[config.mk]
export PLATFORM = sky130hd
export DESIGN_NAME = framebuffer_scanout
export DESIGN_NICKNAME = d
export VERILOG_FILES = /design/src/rtl/vga_pkg.sv /design/src/rtl/vga_timing_gen.sv /design/src/rtl/framebuffer_scanout.sv
export SDC_FILE = /design/constraint.sdc
export NUM_CORES = 1
export LEC_CHECK = 0
export BUFFER_PORTS_ARGS = -buffer_cell sky130_fd_sc_hd__buf_2
export CAP_MARGIN = 20
export CORE_UTILIZATION = 53
export CTS_BUF_LIST = sky130_fd_sc_hd__clkbuf_4 sky130_fd_sc_hd__clkbuf_8
export DETAILED_ROUTE_END_ITERATION = 6
export GPL_TIMING_DRIVEN = 0
export PLACE_DENSITY = 0.75
export SYNTH_ARGS = -nofsm -noshare
export SYNTH_HDL_FRONTEND = slang
export SYNTH_HIERARCHICAL = 1
export SYNTH_SLANG_ARGS = --single-unit
export TNS_END_PERCENT = 10
[constraint.sdc]
create_clock -name clk -period 3.2 [get_ports clk]
set_input_delay 0.32 -clock clk [delete_from_list [all_inputs] [get_ports clk]]
set_output_delay 0.32 -clock clk [all_outputs]
set_load 0.05 [all_outputs]
[src/rtl/vga_pkg.sv]
// Shared VGA timing defaults, colours, scan state encoding and pipeline payload.
package vga_pkg;

    localparam int unsigned VGA_H_ACTIVE = 640;
    localparam int unsigned VGA_H_FP     = 16;
    localparam int unsigned VGA_H_SYNC   = 96;
    localparam int unsigned VGA_H_BP     = 48;
    localparam int unsigned VGA_V_ACTIVE = 480;
    localparam int unsigned VGA_V_FP     = 10;
    localparam int unsigned VGA_V_SYNC   = 2;
    localparam int unsigned VGA_V_BP     = 33;

    localparam int unsigned VGA_H_TOTAL = VGA_H_ACTIVE + VGA_H_FP + VGA_H_SYNC + VGA_H_BP;
    localparam int unsigned VGA_V_TOTAL = VGA_V_ACTIVE + VGA_V_FP + VGA_V_SYNC + VGA_V_BP;

    localparam int unsigned RGB_W = 12;

    localparam logic [RGB_W-1:0] VGA_FG_COLOR = 12'hFFF;
    localparam logic [RGB_W-1:0] VGA_BG_COLOR = 12'h000;

    typedef enum logic [1:0] {
        ST_IDLE = 2'd0,
        ST_SCAN = 2'd1
    } scan_state_t;

    // Per-pixel control bits that travel alongside the RAM read
    typedef struct packed {
        logic active;
        logic hs;
        logic vs;
        logic clr;
    } pix_ctl_t;

    // Counter width able to hold 0..total-1
    function automatic int unsigned cnt_width(input int unsigned total);
        return (total <= 2) ? 1 : $clog2(total);
    endfunction

endpackage

[src/rtl/vga_timing_gen.sv]
// Raster counters with registered active/sync flags, frame origin and frame pulse.
module vga_timing_gen
    import vga_pkg::*;
#(
    parameter int unsigned H_ACTIVE = VGA_H_ACTIVE,
    parameter int unsigned H_FP     = VGA_H_FP,
    parameter int unsigned H_SYNC   = VGA_H_SYNC,
    parameter int unsigned H_BP     = VGA_H_BP,
    parameter int unsigned V_ACTIVE = VGA_V_ACTIVE,
    parameter int unsigned V_FP     = VGA_V_FP,
    parameter int unsigned V_SYNC   = VGA_V_SYNC,
    parameter int unsigned V_BP     = VGA_V_BP
) (
    input  logic clk,
    input  logic resetn,
    input  logic enable_i,
    output logic active_o,
    output logic hs_o,
    output logic vs_o,
    output logic frame_pulse_o,
    output logic frame_start_c,
    output logic scan_next_c
);

    localparam int unsigned H_TOTAL  = H_ACTIVE + H_FP + H_SYNC + H_BP;
    localparam int unsigned V_TOTAL  = V_ACTIVE + V_FP + V_SYNC + V_BP;
    localparam int unsigned H_W      = cnt_width(H_TOTAL);
    localparam int unsigned V_W      = cnt_width(V_TOTAL);
    localparam int unsigned HS_START = H_ACTIVE + H_FP;
    localparam int unsigned HS_END   = HS_START + H_SYNC - 1;
    localparam int unsigned VS_START = V_ACTIVE + V_FP;
    localparam int unsigned VS_END   = VS_START + V_SYNC - 1;

    scan_state_t    state_q, state_d;
    logic [H_W-1:0] h_q, h_d;
    logic [V_W-1:0] v_q, v_d;
    logic           active_q, active_d;
    logic           hs_q, hs_d;
    logic           vs_q, vs_d;
    logic           fp_q, fp_d;
    logic           scan_d;
    logic           h_last, v_last;

    assign h_last = (h_q == H_W'(H_TOTAL - 1));
    assign v_last = (v_q == V_W'(V_TOTAL - 1));

    // Next state and counters; flags decoded from the next counter values so they align with them
    always_comb begin
        state_d = state_q;
        h_d     = h_q;
        v_d     = v_q;
        case (state_q)
            ST_IDLE: begin
                h_d = '0;
                v_d = '0;
                if (enable_i) state_d = ST_SCAN;
            end
            ST_SCAN: begin
                if (h_last) begin
                    h_d = '0;
                    if (v_last) begin
                        v_d = '0;
                        if (!enable_i) state_d = ST_IDLE;
                    end else begin
                        v_d = v_q + V_W'(1);
                    end
                end else begin
                    h_d = h_q + H_W'(1);
                end
            end
            default: begin
                state_d = ST_IDLE;
                h_d     = '0;
                v_d     = '0;
            end
        endcase

        scan_d   = (state_d == ST_SCAN);
        active_d = scan_d && (h_d < H_W'(H_ACTIVE)) && (v_d < V_W'(V_ACTIVE));
        hs_d     = scan_d && (h_d >= H_W'(HS_START)) && (h_d <= H_W'(HS_END));
        vs_d     = scan_d && (v_d >= V_W'(VS_START)) && (v_d <= V_W'(VS_END));
        fp_d     = scan_d && (v_d == V_W'(V_ACTIVE));
    end

    // State, counter and flag registers
    always_ff @(posedge clk or negedge resetn) begin
        if (!resetn) begin
            state_q  <= ST_IDLE;
            h_q      <= '0;
            v_q      <= '0;
            active_q <= 1'b0;
            hs_q     <= 1'b0;
            vs_q     <= 1'b0;
            fp_q     <= 1'b0;
        end else begin
            state_q  <= state_d;
            h_q      <= h_d;
            v_q      <= v_d;
            active_q <= active_d;
            hs_q     <= hs_d;
            vs_q     <= vs_d;
            fp_q     <= fp_d;
        end
    end

    assign active_o      = active_q;
    assign hs_o          = hs_q;
    assign vs_o          = vs_q;
    assign frame_pulse_o = fp_q;
    assign scan_next_c   = scan_d;
    assign frame_start_c = scan_d && (h_d == '0) && (v_d == '0);

endmodule

[src/rtl/framebuffer_scanout.sv]
// Pixel-clock reader of the monochrome framebuffer: raster addressing, latency-matched
// sync/colour outputs and optional clear-after-read.
module framebuffer_scanout
    import vga_pkg::*;
#(
    parameter int unsigned H_ACTIVE   = VGA_H_ACTIVE,
    parameter int unsigned H_FP       = VGA_H_FP,
    parameter int unsigned H_SYNC     = VGA_H_SYNC,
    parameter int unsigned H_BP       = VGA_H_BP,
    parameter int unsigned V_ACTIVE   = VGA_V_ACTIVE,
    parameter int unsigned V_FP       = VGA_V_FP,
    parameter int unsigned V_SYNC     = VGA_V_SYNC,
    parameter int unsigned V_BP       = VGA_V_BP,
    parameter int unsigned ADDR_WIDTH = $clog2(H_ACTIVE * V_ACTIVE),
    parameter int unsigned RD_LATENCY = 1,
    parameter logic [11:0] FG_COLOR   = VGA_FG_COLOR,
    parameter logic [11:0] BG_COLOR   = VGA_BG_COLOR
) (
    input  logic                  clk,
    input  logic                  resetn,
    input  logic                  enable,
    input  logic                  clear_en,
    output logic [ADDR_WIDTH-1:0] fb_rd_addr,
    output logic                  fb_rd_en,
    input  logic                  fb_rd_data,
    output logic [ADDR_WIDTH-1:0] fb_clr_addr,
    output logic                  fb_clr_en,
    output logic                  hsync,
    output logic                  vsync,
    output logic                  de,
    output logic [11:0]           rgb,
    output logic                  frame_pulse
);

    localparam logic [ADDR_WIDTH-1:0] LAST_ADDR = ADDR_WIDTH'(H_ACTIVE * V_ACTIVE - 1);

    logic active_s, hs_s, vs_s;
    logic frame_start_c, scan_next_c;

    logic [ADDR_WIDTH-1:0] addr_q, addr_d;
    logic                  clr_frame_q, clr_frame_d;

    pix_ctl_t              ctl_s0;
    pix_ctl_t              ctl_dly_q  [RD_LATENCY];
    logic [ADDR_WIDTH-1:0] addr_dly_q [RD_LATENCY];
    pix_ctl_t              ctl_out;
    logic [ADDR_WIDTH-1:0] addr_out;

    logic                  de_q, hsync_q, vsync_q, clr_en_q;
    logic [11:0]           rgb_q, rgb_d;
    logic [ADDR_WIDTH-1:0] clr_addr_q;

    vga_timing_gen #(
        .H_ACTIVE (H_ACTIVE),
        .H_FP     (H_FP),
        .H_SYNC   (H_SYNC),
        .H_BP     (H_BP),
        .V_ACTIVE (V_ACTIVE),
        .V_FP     (V_FP),
        .V_SYNC   (V_SYNC),
        .V_BP     (V_BP)
    ) u_timing (
        .clk           (clk),
        .resetn        (resetn),
        .enable_i      (enable),
        .active_o      (active_s),
        .hs_o          (hs_s),
        .vs_o          (vs_s),
        .frame_pulse_o (frame_pulse),
        .frame_start_c (frame_start_c),
        .scan_next_c   (scan_next_c)
    );

    // Incremental raster address, restarted at the frame origin and held at the last pixel
    always_comb begin
        addr_d      = addr_q;
        clr_frame_d = clr_frame_q;
        if (frame_start_c || !scan_next_c) begin
            addr_d = '0;
        end else if (active_s && (addr_q != LAST_ADDR)) begin
            addr_d = addr_q + ADDR_WIDTH'(1);
        end
        if (frame_start_c) clr_frame_d = clear_en;
    end

    // Address and per-frame clear flag registers
    always_ff @(posedge clk or negedge resetn) begin
        if (!resetn) begin
            addr_q      <= '0;
            clr_frame_q <= 1'b0;
        end else begin
            addr_q      <= addr_d;
            clr_frame_q <= clr_frame_d;
        end
    end

    // Stage-0 control bits accompanying the read strobe
    always_comb begin
        ctl_s0        = '0;
        ctl_s0.active = active_s;
        ctl_s0.hs     = hs_s;
        ctl_s0.vs     = vs_s;
        ctl_s0.clr    = active_s && clr_frame_q;
    end

    // Delay line matching the RAM read latency
    always_ff @(posedge clk or negedge resetn) begin
        if (!resetn) begin
            for (int unsigned i = 0; i < RD_LATENCY; i++) begin
                ctl_dly_q[i]  <= '0;
                addr_dly_q[i] <= '0;
            end
        end else begin
            ctl_dly_q[0]  <= ctl_s0;
            addr_dly_q[0] <= addr_q;
            for (int unsigned i = 1; i < RD_LATENCY; i++) begin
                ctl_dly_q[i]  <= ctl_dly_q[i-1];
                addr_dly_q[i] <= addr_dly_q[i-1];
            end
        end
    end

    assign ctl_out  = ctl_dly_q[RD_LATENCY-1];
    assign addr_out = addr_dly_q[RD_LATENCY-1];

    // Colour mapping of the returned pixel bit, blanked outside active video
    always_comb begin
        rgb_d = '0;
        if (ctl_out.active) rgb_d = fb_rd_data ? FG_COLOR : BG_COLOR;
    end

    // Output registers
    always_ff @(posedge clk or negedge resetn) begin
        if (!resetn) begin
            de_q       <= 1'b0;
            hsync_q    <= 1'b1;
            vsync_q    <= 1'b1;
            rgb_q      <= '0;
            clr_en_q   <= 1'b0;
            clr_addr_q <= '0;
        end else begin
            de_q       <= ctl_out.active;
            hsync_q    <= ~ctl_out.hs;
            vsync_q    <= ~ctl_out.vs;
            rgb_q      <= rgb_d;
            clr_en_q   <= ctl_out.clr;
            clr_addr_q <= addr_out;
        end
    end

    assign fb_rd_en    = active_s;
    assign fb_rd_addr  = addr_q;
    assign de          = de_q;
    assign hsync       = hsync_q;
    assign vsync       = vsync_q;
    assign rgb         = rgb_q;
    assign fb_clr_en   = clr_en_q;
    assign fb_clr_addr = clr_addr_q;

endmodule

==> results of run 1 <==
==> report_power, final <==
part / internal (uW) / leakage [uW] / switching, uW / total, uW
Combinational: 40.8 / 0.000907 / 97.3 / 138
Sequential: 1190 / 0.00128 / 10.2 / 1200
Clock: 316 / 0.0000914 / 426 / 742
==> cells in the final DEF, fill, tap and decap left out, drive strengths merged, types with 3 or more instances in the layout <==
master,instances
and3,5
ha,4
and4,4
nand4,16
nor3,11
buf,85
nand2,23
and2,8
or3,13
o31ai,4
dfrtp,91
xnor2,14
o21ai,21
a21oi,22
nor4,5
nor2b,3
xor2,9
nor2,35
clkbuf,17
nand3,13
inv,16
==> stage by stage <==
| stage | cells | TNS [ps] | total power [uW] | area [um2] |
|---|---|---|---|---|
| floorplan | 375 | 0 | 1300 | 4090 |
| global placement | 534 | -4220 | 1350 | 4510 |
| detailed placement | 535 | -4260 | 1360 | 4540 |
| CTS | 551 | 0 | 2090 | 4750 |
| global route | 553 | 0 | 2160 | 4800 |
| finish | 553 | 0 | 2080 | 4800 |
==> critical path: cells and delay by family, from the launching register on <==
family | cells | cell delay [ps]
buffers and inverters | 3 | 480
flip-flops | 1 | 390
AO/OA/AOI/OAI | 4 | 1090
AND/OR/NAND/NOR | 4 | 920
==> state kept, by name (all words and copies together), names as in the netlist, 2 cells and up <==
signal / cells
u_timing/v_q: 10
fb_clr_addr: 19
fb_rd_addr: 19
ctl_dly_q: 4
u_timing/h_q: 10
addr_dly_q: 19
u_timing/state_q: 2
==> worst max path at each step <==
stage,to,slack (ps)
final,fb_rd_addr[2]$_DFFE_PN0P_,210
after global routing,fb_rd_addr[17]$_DFFE_PN0P_,5
after CTS,fb_rd_addr[2]$_DFFE_PN0P_,20
after detailed placement,fb_rd_addr[2]$_DFFE_PN0P_,-430
after global placement,fb_rd_addr[14]$_DFFE_PN0P_,-430
after floorplan,fb_rd_addr[0]$_DFFE_PN0P_,140
==> metal layers <==
layer	global-route usage, %	up-vias
met4	10.5	0
met1	28.8	1449
li1	-	1445
met2	33.1	89
met5	0	-
met3	3.21	10
==> area by class of cell <==
class	count	area (um2)	area share (%)
inverters	13	48.8	1.02
repair buffers	65	363	7.56
multi-input cells	239	1560	32.5
plain buffers	28	185	3.86
flip-flops and latches	93	2330	48.6
clock inverters	6	52.6	1.10
well taps	99	124	2.58
clock buffers	10	138	2.87
==> logic make-up (layout without fill, tap and decap cells) <==
kind of cell | count (synthesis) | count (layout) | synth area share [%]
buffers and inverters | 43 | 122 | 5.76
AO/OA/AOI/OAI | 59 | 59 | 9.28
XOR/XNOR | 23 | 23 | 4.93
AND/OR/NAND/NOR | 151 | 151 | 21.4
adder cells (fa/ha/maj) | 4 | 4 | 1.23
multiplexers | 1 | 1 | 0.276
other | 1 | 1 | 0.0918
flip-flops | 93 | 93 | 57.0
==> what timing repair did <==
action / CTS / global route
gates resized for setup: 4 / 7
hold buffers: 1 / 0
pin swaps: 0 / 1
endpoints found under the hold margin: 44 / 0
setup buffers: 0 / 3
setup endpoints to repair: 17 / 10
cloned: 0 / 0
==> impl_metrics.json, run 1 <==
{
  "outcome": "finished clean",
  "antennaDiodeCount": 0,
  "root_buffer": "clkbuf_8",
  "cts_max_path_buffers": 2,
  "fillers": 600,
  "grt_usage_pct": 21.1,
  "dp_hpwl_um": 5550,
  "hp-class": "input port to register",
  "yosys.area.top_type": "dfrtp_1",
  "slew_headroom_pct": 60.5,
  "netlist.area_leader.share_pct": 55.7,
  "crit_top_cell": "buf_6",
  "setup_viol": 0,
  "worstHoldPathCells": 2,
  "antenna_found_initial": 0,
  "nets": 458,
  "grt_overflow": 0,
  "rsz0062_at_grt": "no",
  "syn_nets": 384,
  "cp_max_fo": 10,
  "slew_viol_final": 0,
  "ys.flop_type": "dfrtp_1",
  "totalWireLength_um": 7790,
  "powerDensity_nw_per_um2": 433,
  "synth_area_um2": 4090,
  "numCtsBuffers": 9,
  "die_w_um": 89.8,
  "ys_types": 60,
  "wl_met3_um": 359,
  "pre_cts_ws_ps": -432,
  "finalClockSkew_ps": 11.6,
  "numPortBuffers": 60,
  "min_period_ps": 2990,
  "highest_layer": "met4",
  "cp-end-kind": "register",
  "r2r-start": "u_timing/h_q[5]$_DFF_PN0_",
  "drive_above_1_share_pct": 28.9,
  "yosysWarnings": 6,
  "cts_tree": "yes",
  "cp.required_ps": 3450,
  "ant_nets": 0,
  "core_area_um2": 7370,
  "clk_pin_slew_ps": 90,
  "drc": 0,
  "path_cells": "buf_6 -> or3_4 -> buf_6 -> o41ai_4 -> o41ai_2 -> a211o_1 -> a221oi_2 -> nor4b_4 -> nand2b_4 -> clkbuf_4 -> nor2_1",
  "grt_max_degree": 49,
  "hold_viol": 0,
  "vias_per_cell": 5.41,
  "cts.sinks": 93,
  "synthCells": 375,
  "gp_congestion": 0.882,
  "die-height_um": 89.8,
  "synth_seq_area_share_pct": 57.0,
  "p_leak_uw": 0.00228,
  "crit_path_top_delay_cell": "dfrtp_1",
  "die_area_um2": 8060,
  "clock_latency_ps": 360,
  "start_util_pct": 55.4,
  "cp-startpoint": "u_timing/h_q[5]$_DFF_PN0_",
  "firstDrtPassIters": 4,
  "rr_worst_depth": 11,
  "ir_drop_uv": 254,
  "timing.rr.end": "fb_rd_addr[2]$_DFFE_PN0P_",
  "worst_slew_pin_slew_ps": 592,
  "worstSetupStartpointType": "register",
  "avgSynthCellArea_um2": 10.9,
  "ys_seq_elements": 93,
  "h-tree-depth": 3,
  "drv_cap": 0,
  "ios": 61,
  "wire_per_inst_um": 14.1,
  "first_global_vias": 2787,
  "holdWs_ps": 174,
  "holdCritStartpoint": "fb_rd_data",
  "setup_ws_ps": 213,
  "grt_pass1_wl_um": 13500,
  "synth_most_common_cell": "dfrtp_1",
  "r2r_slack_ps": 210,
  "num_rows": 31,
  "area_growth_pct": 17.5,
  "post-route-util_pct": 65.1,
  "ys_top_cells_by_count": "dfrtp_1, nor2_1, nand2_1",
  "ys_async_sr_fraction_pct": 100,
  "detail_route.iter0.violations": 114,
  "synth_edf_count": 0,
  "worstPathArrival_ps": 3240,
  "synth_area_leaders": "dfrtp_1, nor2_1, xnor2_1",
  "crit_type": "register to register",
  "wl_met1_um": 3570,
  "vias": 2993,
  "wl_met2_um": 3750,
  "period_share_pct": 93.3,
  "worst_hold_path.endpoint": "rgb[10]$_DFF_PN0_",
  "slowest_delay_ps": 390,
  "fmax_mhz": 335
}
No activity file was read; power rests on OpenSTA's default activity.
==> inputs of run 2 (changes only) <==
--- a/config.mk
+++ b/config.mk
@@ -5,13 +5,13 @@
 export SDC_FILE = /design/constraint.sdc
 export NUM_CORES = 1
 export LEC_CHECK = 0
-export BUFFER_PORTS_ARGS = -buffer_cell sky130_fd_sc_hd__buf_2
+export BUFFER_PORTS_ARGS = -buffer_cell sky130_fd_sc_hd__buf_4
 export CAP_MARGIN = 20
 export CORE_UTILIZATION = 53
 export CTS_BUF_LIST = sky130_fd_sc_hd__clkbuf_4 sky130_fd_sc_hd__clkbuf_8
 export DETAILED_ROUTE_END_ITERATION = 6
 export GPL_TIMING_DRIVEN = 0
-export PLACE_DENSITY = 0.75
+export PLACE_DENSITY = 0.79
 export SYNTH_ARGS = -nofsm -noshare
 export SYNTH_HDL_FRONTEND = slang
 export SYNTH_HIERARCHICAL = 1
==> impl_metrics.json, run 2 (same netlist as run 1, synthesis figures left out) <==
{
  "worstPathArrival_ps": 3280,
  "ios": 61,
  "drv_cap": 0,
  "p_int_uw": 1610,
  "crit_type": "register to register",
  "outcome": "finished clean",
  "slew_viol_final": 0,
  "timing.rr.end": "clr_frame_q$_DFFE_PN0P_",
  "place_inst": 534,
  "area_growth_pct": 22.4,
  "p_clk_share_pct": 37.1,
  "dp_hpwl_um": 5540,
  "pre_cts_ws_ps": -488,
  "grt_max_degree": 94,
  "detail_route.iter0.violations": 135,
  "p_switching_uw": 540,
  "cts_max_path_buffers": 2,
  "cts_tree": "yes",
  "first_global_vias": 2818,
  "switching_share_pct": 25.2,
  "grt_usage_pct": 21.3,
  "mostFrequentLayoutCells": "dfrtp_1, buf_4, nor2_1",
  "path_cells": "or3_4 -> o41ai_4 -> o41ai_4 -> a211o_1 -> a221oi_2 -> nor4b_4 -> buf_4 -> mux2_2",
  "seqPwrFrac_pct": 55.8,
  "p_leak_uw": 0.00230,
  "setup_tns_ps": 0,
  "numCtsBuffers": 9,
  "cp.depth": 8,
  "min_period_ps": 3020,
  "combPwrFrac_pct": 7.1,
  "crit_top_cell": "o41ai_4",
  "setup_ws_ps": 181,
  "cp-end-kind": "register",
  "cp_top_family": "compound AO/OA/AOI/OAI gates",
  "core_area_um2": 7370,
  "die-height_um": 89.8,
  "drive_above_1_share_pct": 29.4,
  "vias": 3062,
  "start_util_pct": 55.4,
  "powerDensity_nw_per_um2": 430,
  "cp.required_ps": 3460,
  "cp-startpoint": "u_timing/h_q[7]$_DFF_PN0_",
  "crit_path_top_delay_cell": "dfrtp_1",
  "clk_pin_slew_ps": 90,
  "slowest_delay_ps": 470,
  "rsz0062_at_grt": "no",
  "post-route-util_pct": 67.8,
  "period_share_pct": 94.3,
  "antenna_found_initial": 0,
  "die_area_um2": 8060,
  "totalWireLength_um": 8130,
  "instances_no_fill": 555,
  "r2r-start": "u_timing/h_q[7]$_DFF_PN0_",
  "grt_overflow": 0,
  "nets": 461,
  "ir_drop_uv": 240,
  "worstSetupStartpointType": "register",
  "finalClockSkew_ps": 8.81,
  "vias_per_cell": 5.52,
  "rr_worst_depth": 8,
  "wire_per_inst_um": 14.6,
  "hp-class": "input port to register",
  "h-tree-depth": 3,
  "r2r_slack_ps": 180,
  "cp_max_fo": 7,
  "cts.sinks": 93,
  "firstDrtPassIters": 4,
  "fmax_mhz": 331,
  "critPathBufInv": 1,
  "ant_nets": 0,
  "root_buffer": "clkbuf_8",
  "antennaDiodeCount": 0,
  "holdWs_ps": 157,
  "grt_pass1_wl_um": 13700,
  "final_common_cell": "dfrtp_1",
  "gp_congestion": 0.845,
  "drc": 0,
  "hold_viol": 0,
  "die_w_um": 89.8,
  "numPortBuffers": 60,
  "worstSetupEndpoint": "clr_frame_q$_DFFE_PN0P_",
  "clock_latency_ps": 370,
  "num_rows": 31,
  "setup_viol": 0
}
run 2: worst min-delay path by stage:
stage,startpoint,end,slack [ps],depth (start not counted)
2_1_floorplan,resetn,addr_dly_q[0]$_DFF_PN0_,20,0
3_3_place_gp,addr_dly_q[18]$_DFF_PN0_,fb_clr_addr[18]$_DFF_PN0_,330,0
3_5_place_dp,u_timing/vs_o$_DFF_PN0_,ctl_dly_q[1]$_DFF_PN0_,330,0
4_1_cts,fb_rd_data,rgb[10]$_DFF_PN0_,160,2
5_1_grt,fb_rd_data,rgb[10]$_DFF_PN0_,170,2
6_report,fb_rd_data,rgb[10]$_DFF_PN0_,160,2
run 2: timing repair:
item / CTS / global route
endpoints found under the hold margin: 0 / 18
resized for setup: 5 / 9
setup endpoints to repair: 17 / 14
hold buffers: 0 / 1
buffers inserted: 0 / 7
pin swaps: 0 / 5
run 2: layer usage:
layer	up-vias	share of wire (%)	wire, um	global-route usage, %
met1	1486	45	3630	29.4
met3	20	5.2	421	3.81
met2	107	48	3880	32.4
met5	-	0	0	0
met4	0	2.4	191	11.3
li1	1449	-	-	-
run 2: cell type report:
| type | count | area, um2 |
|---|---|---|
| fill | 560 | 2370 |
| buffer | 27 | 174 |
| sequential | 93 | 2330 |
| clock buffer | 9 | 124 |
| timing repair buffer | 69 | 553 |
| clock inverter | 6 | 71.3 |
| inverter | 13 | 48.8 |
| multi-input combinational | 239 | 1570 |
| tap | 99 | 124 |
run 2: power by group through the flow:
stage	clock network, uW	registers (uW)	logic, uW
2_1_floorplan	0	1240	64.1
3_3_place_gp	0	1220	137
3_5_place_dp	0	1220	139
4_1_cts	806	1200	140
5_1_grt	854	1200	164
6_report	797	1200	153
run 2: per-stage QoR:
stage / total power (uW) / area, um2
floorplan: 1300 / 4090
detailed placement: 1360 / 4660
finish: 2150 / 5000
CTS: 2140 / 4870
global route: 2220 / 5000
global placement: 1360 / 4660
